**src/rtl/cnn_pkg.sv**
```systemverilog
// Shared types and helpers for the cellular-network result reader.
// Latency: none (declarations only).
// Backpressure: not applicable.
package cnn_pkg;
  localparam int Y_W     = 9;
  localparam int N_CELLS = 16;
  localparam int IDX_W   = 4;

  typedef enum logic [1:0] {IDLE, SETTLE, STREAM, DONE} state_t;

  // Pick cell k out of the flattened array bus (cell k sits at [Y_W*k +: Y_W]).
  function automatic logic signed [Y_W-1:0] cell_of(input logic [N_CELLS*Y_W-1:0] bus,
                                                    input logic [IDX_W-1:0] k);
    return bus[int'(k)*Y_W +: Y_W];
  endfunction
endpackage

```
**src/rtl/cnn_result_reader_if.sv**
```systemverilog
// Stream port carrying one snapshot cell per transfer.
// Latency: none (wiring only).
// Backpressure: consumer stalls the producer by holding out_ready low.
interface cnn_result_reader_if;
  import cnn_pkg::*;
  logic signed [Y_W-1:0] out_data;
  logic [IDX_W-1:0]      out_idx;
  logic                  out_valid;
  logic                  out_ready;
  logic                  out_last;

  modport master (output out_data, out_idx, out_valid, out_last, input out_ready);
  modport slave  (input out_data, out_idx, out_valid, out_last, output out_ready);
endinterface

```
**src/rtl/cnn_settle_detect.sv**
```systemverilog
// Tracks how long the array outputs have been unchanged and how long the run has settled.
// Latency: converge/timeout are combinational on the current compare, counters update each cycle.
// Backpressure: none; counts only while i_en is high.
module cnn_settle_detect
  import cnn_pkg::*;
#(
  parameter int STABLE_CYCLES = 4,
  parameter int TIMEOUT       = 1024,
  parameter int CNT_W         = 10
) (
  input  logic                     clk,
  input  logic                     rst_n,
  input  logic                     i_clear,
  input  logic                     i_en,
  input  logic [N_CELLS*Y_W-1:0]   i_y,
  output logic                     o_converge,
  output logic                     o_timeout,
  output logic [CNT_W-1:0]         o_cyc_cnt
);
  logic [N_CELLS*Y_W-1:0] r_y_prev;
  logic [3:0]             r_stable_cnt;
  logic [CNT_W-1:0]       r_cyc_cnt;
  logic                   w_eq;

  assign w_eq       = (i_y == r_y_prev);
  // Convergence wins over timeout in the parent, so both may be flagged together.
  assign o_converge = w_eq && (r_stable_cnt == 4'(STABLE_CYCLES - 1));
  assign o_timeout  = (r_cyc_cnt == CNT_W'(TIMEOUT - 1));
  assign o_cyc_cnt  = r_cyc_cnt;

  // Load the baseline on start, then compare against the previous sample every settle cycle.
  always_ff @(posedge clk or negedge rst_n) begin
    if (!rst_n) begin
      r_y_prev     <= '0;
      r_stable_cnt <= '0;
      r_cyc_cnt    <= '0;
    end else if (i_clear) begin
      r_y_prev     <= i_y;
      r_stable_cnt <= '0;
      r_cyc_cnt    <= '0;
    end else if (i_en) begin
      r_y_prev     <= i_y;
      r_stable_cnt <= w_eq ? r_stable_cnt + 4'd1 : 4'd0;
      r_cyc_cnt    <= r_cyc_cnt + CNT_W'(1);
    end
  end
endmodule

```
**src/rtl/cnn_result_reader.sv**
```systemverilog
// Waits for the cell array to settle (or time out), snapshots it and streams the 16 cells out.
// Latency: out_valid rises STABLE_CYCLES+1 cycles after start with a constant array.
// Backpressure: out_data/out_idx hold while out_valid && !out_ready; the snapshot ignores later inputs.
module cnn_result_reader
  import cnn_pkg::*;
#(
  parameter int STABLE_CYCLES = 4,
  parameter int TIMEOUT       = 1024,
  parameter int CNT_W         = 10
) (
  input  logic                   clk,
  input  logic                   rst_n,
  input  logic                   start,
  input  logic                   abort,
  input  logic [N_CELLS*Y_W-1:0] y_in,
  cnn_result_reader_if.master    m_out,
  output logic                   busy,
  output logic                   done,
  output logic                   timed_out,
  output logic [CNT_W-1:0]       settle_cycles
);
  state_t                 r_state;
  logic [N_CELLS*Y_W-1:0] r_buf;
  logic [IDX_W-1:0]       r_idx;
  logic                   r_valid;
  logic                   r_last;
  logic                   r_busy;
  logic                   r_done;
  logic                   r_timed_out;
  logic [CNT_W-1:0]       r_settle_cycles;

  logic                   w_start_go;
  logic                   w_converge;
  logic                   w_timeout;
  logic [CNT_W-1:0]       w_cyc_cnt;

  assign w_start_go = (r_state == IDLE) && start && !abort;

  cnn_settle_detect #(
    .STABLE_CYCLES (STABLE_CYCLES),
    .TIMEOUT       (TIMEOUT),
    .CNT_W         (CNT_W)
  ) u_detect (
    .clk        (clk),
    .rst_n      (rst_n),
    .i_clear    (w_start_go),
    .i_en       (r_state == SETTLE),
    .i_y        (y_in),
    .o_converge (w_converge),
    .o_timeout  (w_timeout),
    .o_cyc_cnt  (w_cyc_cnt)
  );

  assign m_out.out_data  = cell_of(r_buf, r_idx);
  assign m_out.out_idx   = r_idx;
  assign m_out.out_valid = r_valid;
  assign m_out.out_last  = r_last;
  assign busy            = r_busy;
  assign done            = r_done;
  assign timed_out       = r_timed_out;
  assign settle_cycles   = r_settle_cycles;

  // Run controller: settle, snapshot, stream with registered handshake outputs; abort overrides all.
  always_ff @(posedge clk or negedge rst_n) begin
    if (!rst_n) begin
      r_state         <= IDLE;
      r_buf           <= '0;
      r_idx           <= '0;
      r_valid         <= 1'b0;
      r_last          <= 1'b0;
      r_busy          <= 1'b0;
      r_done          <= 1'b0;
      r_timed_out     <= 1'b0;
      r_settle_cycles <= '0;
    end else begin
      r_done <= 1'b0;
      if (abort) begin
        r_state <= IDLE;
        r_valid <= 1'b0;
        r_last  <= 1'b0;
        r_busy  <= 1'b0;
        r_idx   <= '0;
      end else begin
        case (r_state)
          IDLE: begin
            if (start) begin
              r_state         <= SETTLE;
              r_busy          <= 1'b1;
              r_timed_out     <= 1'b0;
              r_settle_cycles <= '0;
            end
          end
          SETTLE: begin
            if (w_converge) begin
              r_buf           <= y_in;
              r_settle_cycles <= w_cyc_cnt + CNT_W'(1);
              r_state         <= STREAM;
              r_valid         <= 1'b1;
              r_last          <= (N_CELLS == 1);
              r_idx           <= '0;
            end else if (w_timeout) begin
              r_buf           <= y_in;
              r_timed_out     <= 1'b1;
              r_settle_cycles <= CNT_W'(TIMEOUT);
              r_state         <= STREAM;
              r_valid         <= 1'b1;
              r_last          <= (N_CELLS == 1);
              r_idx           <= '0;
            end
          end
          STREAM: begin
            if (r_valid && m_out.out_ready) begin
              if (r_last) begin
                r_state <= DONE;
                r_valid <= 1'b0;
                r_last  <= 1'b0;
                r_idx   <= '0;
                r_busy  <= 1'b0;
                r_done  <= 1'b1;
              end else begin
                r_idx  <= r_idx + IDX_W'(1);
                r_last <= (r_idx == IDX_W'(N_CELLS - 2));
              end
            end
          end
          DONE: begin
            r_state <= IDLE;
          end
          default: r_state <= IDLE;
        endcase
      end
    end
  end
endmodule

```
**src/flat_wrapper.sv**
```systemverilog
// flat-port wrapper written by rule: the top's interface ports become plain ports
module cnn_result_reader_flat import cnn_pkg::*;
#(
  parameter int STABLE_CYCLES = 4,
  parameter int TIMEOUT       = 1024,
  parameter int CNT_W         = 10
)
  (clk, rst_n, start, abort, y_in, busy, done, timed_out, settle_cycles, m_out_out_data, m_out_out_idx, m_out_out_valid, m_out_out_last, m_out_out_ready);
  cnn_result_reader_if m_out_i ();
  input  logic clk;
  input  logic rst_n;
  input  logic start;
  input  logic abort;
  input  logic [N_CELLS*Y_W-1:0] y_in;
  output logic busy;
  output logic done;
  output logic timed_out;
  output logic [CNT_W-1:0] settle_cycles;
  output wire logic [$bits(m_out_i.out_data)-1:0] m_out_out_data;
  output wire logic [$bits(m_out_i.out_idx)-1:0] m_out_out_idx;
  output wire logic [$bits(m_out_i.out_valid)-1:0] m_out_out_valid;
  output wire logic [$bits(m_out_i.out_last)-1:0] m_out_out_last;
  input wire logic [$bits(m_out_i.out_ready)-1:0] m_out_out_ready;
  assign m_out_out_data = m_out_i.out_data;
  assign m_out_out_idx = m_out_i.out_idx;
  assign m_out_out_valid = m_out_i.out_valid;
  assign m_out_out_last = m_out_i.out_last;
  assign m_out_i.out_ready = m_out_out_ready;
  cnn_result_reader #(.STABLE_CYCLES(STABLE_CYCLES), .TIMEOUT(TIMEOUT), .CNT_W(CNT_W)) u_core (.clk(clk), .rst_n(rst_n), .start(start), .abort(abort), .y_in(y_in), .m_out(m_out_i), .busy(busy), .done(done), .timed_out(timed_out), .settle_cycles(settle_cycles));
endmodule
```
**config.mk**
```make
export PLATFORM = sky130hd
export DESIGN_NAME = cnn_result_reader_flat
export DESIGN_NICKNAME = d
export VERILOG_FILES = /design/src/rtl/cnn_pkg.sv /design/src/rtl/cnn_result_reader_if.sv /design/src/rtl/cnn_settle_detect.sv /design/src/rtl/cnn_result_reader.sv /design/src/flat_wrapper.sv
export SDC_FILE = /design/constraint.sdc
export NUM_CORES = 1
export LEC_CHECK = 0
export CAP_MARGIN = 20
export CORE_MARGIN = 5
export CORE_UTILIZATION = 35
export DETAILED_ROUTE_END_ITERATION = 8
export GPL_TIMING_DRIVEN = 1
export SLEW_MARGIN = 20
export SYNTH_ARGS = -nofsm -noshare
export SYNTH_HDL_FRONTEND = slang
export SYNTH_SLANG_ARGS = --single-unit
```
**constraint.sdc**
```tcl
create_clock -name clk -period 4.29 [get_ports clk]
set_input_delay 1.0725 -clock clk [delete_from_list [all_inputs] [get_ports clk]]
set_output_delay 1.0725 -clock clk [all_outputs]
set_load 0.1 [all_outputs]
```
# Yosys cells after proc, flatten, opt, wreduce, memory -nomap -nowiden
# Index checks and enable logic that the tools add are counted.
totals:
  ff_bits: 323
  out_inout_bits: 28
op_classes:
  add_sub_neg: 3
  multipliers: 1
  eq_ne: 15
  shifts: 1
  n_mux: 48
  bitwise_logic: 1
  n_reduce_logical: 18
ops:
  columns: ["cell", "count"]
  rows:
  - ["2-to-1 mux 144 bit", 4]
  - ["equality test 144 bit", 1]
  - ["indexed part select 144 x 32 -> 9 bit", 1]
  - ["2-to-1 mux 10 bit", 5]
  - ["2-to-1 mux 4 bit", 8]
  - ["one-hot mux 10 bit (2 select lines)", 1]
  - ["2-to-1 mux 1 bit", 18]
  - ["AND reduction 4 bit", 4]
  - ["2-to-1 mux 2 bit", 6]
  - ["adder 10 x 1 -> 10 bit, second input constant", 1]
  - ["equality test 10 bit, second input constant", 1]
  - ["adder 4 x 1 -> 4 bit, second input constant", 2]
  - ["multiplier 4 x 4 -> 8 bit, second input constant", 1]
  - ["one-hot mux 1 bit (2 select lines)", 4]
  - ["one-hot mux 2 bit (4 select lines)", 1]
  - ["one-hot mux 4 bit (2 select lines)", 1]
  - ["!= test 3 x 2 -> 1 bit, second input constant", 2]
  - ["AND reduction 3 bit", 2]
  - ["nonzero test 2 bit", 3]
  - ["nonzero test 3 bit", 2]
  - ["AND reduction 5 bit", 1]
  - ["equality test 2 bit, second input constant", 2]
  - ["equality test 4 x 2 -> 1 bit, second input constant", 1]
  - ["equality test 4 bit, second input constant", 1]
  - ["other kinds (10)", 14]

# Longest topological paths before layout
# Gate-level depths: netlist (run 1).
logic_depth:
  depth_word: 5
  depth_mapped: 10
  depth_no_buf: 8

# Cells and area by module
# Synthesis (run 1) repeated with hierarchy kept, for this count alone.
hier_totals:
  hier_cells: 1092
  area_unflattened_um2: 15501.1
modules_own_cells:
  columns: ["module", "n_inst", "cells_each", "area_per_inst_um2", "seq_area_each_um2"]
  rows:
  - ["cnn_result_reader", 1, 510, 7895.1, 4129.0]
  - ["cnn_settle_detect", 1, 582, 7606.0, 3953.8]

# Worst setup path before layout (run 1)
# Ideal clock, no wire load.
synth_timing:
  path_kind: "reg-to-output"
  from: "register u_core.r_idx[0] (netlist: u_core.m_out.out_idx[0])"
  to: "output m_out_out_data[0]"
  arrival_ps: 3319
  setup_slack_ps: -102
  stages_incl_launch_ff: 5
  path_buffers: 2
  cell_sequence: "dfrtp_1 > buf_1 > clkbuf_1 > mux4_2 > mux4_2"
synth_between:
  elab_chain_cells: 2
synth_lines:
  columns: ["element", "line", "text"]
  rows:
  - ["start, declared", "cnn_result_reader.sv:24", "logic [IDX_W-1:0] r_idx;"]
  - ["start signal, assigned", "cnn_result_reader.sv:121", "r_idx <= r_idx + IDX_W'(1);"]
  - ["multiplier 4 x 4 -> 8 bit", "cnn_pkg.sv:14", "return bus[int'(k)*Y_W +: Y_W];"]
  - ["indexed part select 144 x 32 -> 9 bit", "cnn_pkg.sv:14", null]
  - ["end, declared", "flat_wrapper.sv:19", "output wire logic [$bits(m_out_i.out_data)-1:0] m_out_out_data;"]
# Every way passes these cells.

# Final worst setup path (run 1)
layout_timing:
  from: "input y_in[128]"
  to: "register u_core.r_buf[122]"
layout_between:
  elab_chain_cells: 4
layout_lines:
  columns: ["element", "line", "text"]
  rows:
  - ["start, declared", "flat_wrapper.sv:14", "input logic [N_CELLS*Y_W-1:0] y_in;"]
  - ["equality test 144 bit (*)", "cnn_settle_detect.sv:25", "assign w_eq = (i_y == r_y_prev);"]
  - ["logical AND 1 bit (*)", "cnn_settle_detect.sv:27", "assign o_converge = w_eq && (r_stable_cnt == 4'(STABLE_CYCLES - 1));"]
  - ["nonzero test 2 bit (no source line)", null, null]
  - ["AND reduction 3 bit (no source line)", null, null]
  - ["end signal, assigned", "cnn_result_reader.sv:95", "r_buf <= y_in;"]
  - ["end signal, assigned", "cnn_result_reader.sv:102", "r_buf <= y_in;"]
  - ["end, declared", "cnn_result_reader.sv:23", "logic [N_CELLS*Y_W-1:0] r_buf;"]
# Every way passes the cells marked *; elsewhere a longest branch is shown, timed or not.
# A chain may end at the register's enable or synchronous reset.

==> results.md, run 1 <==
* Top Ports at 177
* Average size of a mapped cell at 14.2 µm²
* Syn nets at 1,221
* Synth Area in Compound Gates at 1.66%
* Worst Path Arrival at 4.39 ns
* CP Launch Type: input pin
* Row Count at 76
* Gpl congestion at 0.810
* Distinct cells, synth at 44
* Initial Util at 35.2%
* Synthesized cell area at 15,100 µm²
* Clk_skew at 0.0191 ns
* Final Cycle Share at 92.6%
* Post-cts sizing count at 0
* Die area at 47,500 µm²
* Register Area at 8090 µm²
* Min Hold Slack at 0.485 ns
* Post-synthesis mux area share at 28.4%
* Ys async rst share at 100%
* CP startpoint: y_in[128]
* Post-DRT Antenna Nets at 0
* Fin Setup TNS at 0 ns
* M1 GR Usage at 26.0%
* CP Class: in2reg
* Endpoints failing hold at 0
* Grt met3 use at 3.67%
* Worst VDD drop at 0.000328 V
* Dpl cells at 1,814
* EDFF count, synth at 0
* Top cell type's share of synthesized area at 53.4%
* Sequential-to-total area share from yosys stat at 53.4%
* Max FO, Critical Path at 66
* Initial antenna violation count at 0
* DRC at 0
* Routed wire length at 42,700 µm
* Fin cells at 1,881
* WP data required at 4.71 ns
* GRT Max-Usage Layer: met2
* Vias in the first global route at 9,670
* Most common cell in the netlist: dfrtp_1
* Largest family of logic cells by synthesized area: multiplexers
* Ant. Diodes at 0
* Area leader, netlist: dfrtp_1
* Final #Nets at 1,425
* CTS max path bufs at 3
* Yosys warnings at 0
* Fraction of layout cells with a size suffix above 1 at 30.5%
* Post-detail-place hpwl at 31,900 µm
* Num Clock Sinks at 323
* H-Tree Depth at 2
* Vias per inst at 4.99
* Hold buffers post-CTS at 0
* Die width at 218 µm
* Clk root buf: clkbuf_16
* GRT overflow at 0
* Syn Inst Count at 1,064
* Area of the multi-input gates at 6770 µm²
* Synth-to-layout area growth at 26.3%
* Area contributors post-synth: dfrtp_1, mux2_2, xnor2_1
* Xor and xnor area share after synthesis at 9.31%
* CP Capture Type: register
* Most common library cells after synthesis: dfrtp_1, mux2_2, xnor2_1, mux2_1, nand4_1
* TritonCTS buffer count at 37
* Largest net degree at the start of global routing at 119
* Hold Crit Start: u_core.r_buf[95]
* Clk slew on worst S/H paths at 0.06 ns
* RSZ-0062 raised after global routing: no
* Synth Register Bits at 323
* Global-route wire length before repair at 63,800 µm
* Via count at 9,381
* Utilization after layout at 44.5%
* Initial DRC Count at 559
* Max Slew Vio Count at 0
* Slew margin rel. at 29.4%
* Grt met2 use at 27.9%
* Core footprint at 43,000 µm²
* Die Span Y at 218 µm
* Post-CTS Setup Bufs at 0
* Avg WL per Cell at 22.7 µm
* Hold Path Class: reg2reg
* Pwr Total at 10.6 mW
* Maximum clock frequency at 252 MHz
* Clk_lat worst skew at 0.55 ns
* RR Startpoint: u_core.u_detect.r_y_prev[128]
* DR pass1 iterations at 4
* Leakage at 8.25 nW
* Gr usage total at 18.0%
* Post-synth top flop: dfrtp_1
* Fill cells at 3,948
* Simple-Gate Fraction of Synth Area at 4.60%
* Measured slew at the worst slew-check pin at 1.06 ns
* CTS tree: yes
* Max-capacitance violation count at 0
* Synth Area in Adders at 0.661%
* Cell Pwr Density at 553 nW/µm²
* Final min period at 3.97 ns
* Status: completed
* # setup viols final at 0
* Input/output buffers at 176
[sequential cells by signal (all words and copies together), names as in the netlist]
signal and flops:
u_core.settle_cycles 10, u_core.m_out.out_last 1, u_core.done 1, u_core.u_detect.o_cyc_cnt 10
u_core.m_out.out_idx 4, u_core.r_buf 144, u_core.r_state 2, u_core.u_detect.r_stable_cnt 4
u_core.busy 1, u_core.m_out.out_valid 1, u_core.timed_out 1, u_core.u_detect.r_y_prev 144
[cell usage in the layout, fill, tap and decap left out, types with 3 or more instances in the layout]
cell type          n
dfrtp_1          321
mux2_2           230
clkdlybuf4s50_1  163
xnor2_1          146
mux2_1            60
nand4_1           49
mux4_2            45
clkbuf_16         37
buf_4             34
nor2_1            25
inv_1             18
buf_12            18
o21ai_0           16
nand2_1           15
xor2_1            15
clkbuf_8          11
nor4_1            10
and3_1             8
ha_1               8
clkbuf_1           7
nand3_1            6
clkinv_2           6
o21a_1             3
a21oi_1            3
[final timing paths]
kind	endpoint	slack (ns)	cells past startpoint
worst max-delay path	u_core.r_buf[122]	0.32	10
worst min-delay path	u_core.r_buf[95]	0.48	1
worst max register to register	u_core.r_buf[122]	0.95	9
worst min register to register	u_core.r_buf[95]	0.48	1
max in group asynchronous	u_core.u_detect.r_y_prev[25]	2.73	2
min in group asynchronous	u_core.u_detect.r_y_prev[115]	0.65	1
[per-layer routing]
metal | share of wire, % | vias up | wire, µm
met3 | 5.0 | 49 | 2130
met2 | 47 | 202 | 19900
met5 | 0 | - | 0
met4 | 1.8 | 0 | 771
met1 | 47 | 4885 | 19900
li1 | - | 4245 | -
[worst max-delay path: stages]
cell and delay, ns:
clkdlybuf4s50_1 0.48, xnor2_1 0.46, nand4_1 0.17, nor4_1 0.54
nand4_1 0.26, buf_4 0.23, nor4_4 0.35, o21ai_4 0.13
buf_12 0.22, mux2_1 0.37
[cells by family after synthesis]
kind of cell / count (synthesis)
fa+ha+maj: 8
mux: 337
simple gates: 126
flops: 323
compound gates: 39
xor+xnor: 161
buf+inv: 70
[power by group]
group | internal, mW | switching (mW) | total (mW)
logic | 1.71 | 1.42 | 3.13
registers | 3.81 | 0.484 | 4.29
clock network | 1.85 | 1.30 | 3.16
total | 7.37 | 3.21 | 10.6
[through the flow]
stage               area [µm²]  worst slack, ns
floorplan                15100            0.176
global placement         17900           -0.174
detailed placement       17900          -0.0936
CTS                      19100            0.461
global route             19100            0.225
finish                   19100            0.317
[layout make-up]
type	count	area share, %
clock inverter	12	0.588
timing repair buffer	216	11.8
tap	585	3.82
inverter	19	0.373
sequential	323	42.2
multi-input combinational	671	35.4
clock buffer	55	5.77
Note: power is estimated with default switching activity, not from simulation.
==> inputs of run 2 (changes only) <==
--- a/config.mk
+++ b/config.mk
@@ -10,7 +10,6 @@
 export CORE_UTILIZATION = 35
 export DETAILED_ROUTE_END_ITERATION = 8
 export GPL_TIMING_DRIVEN = 1
-export SLEW_MARGIN = 20
 export SYNTH_ARGS = -nofsm -noshare
 export SYNTH_HDL_FRONTEND = slang
 export SYNTH_SLANG_ARGS = --single-unit
==> results of run 2 <==
Same layout as run 1: the final DEF is identical, and so are final timing and power.
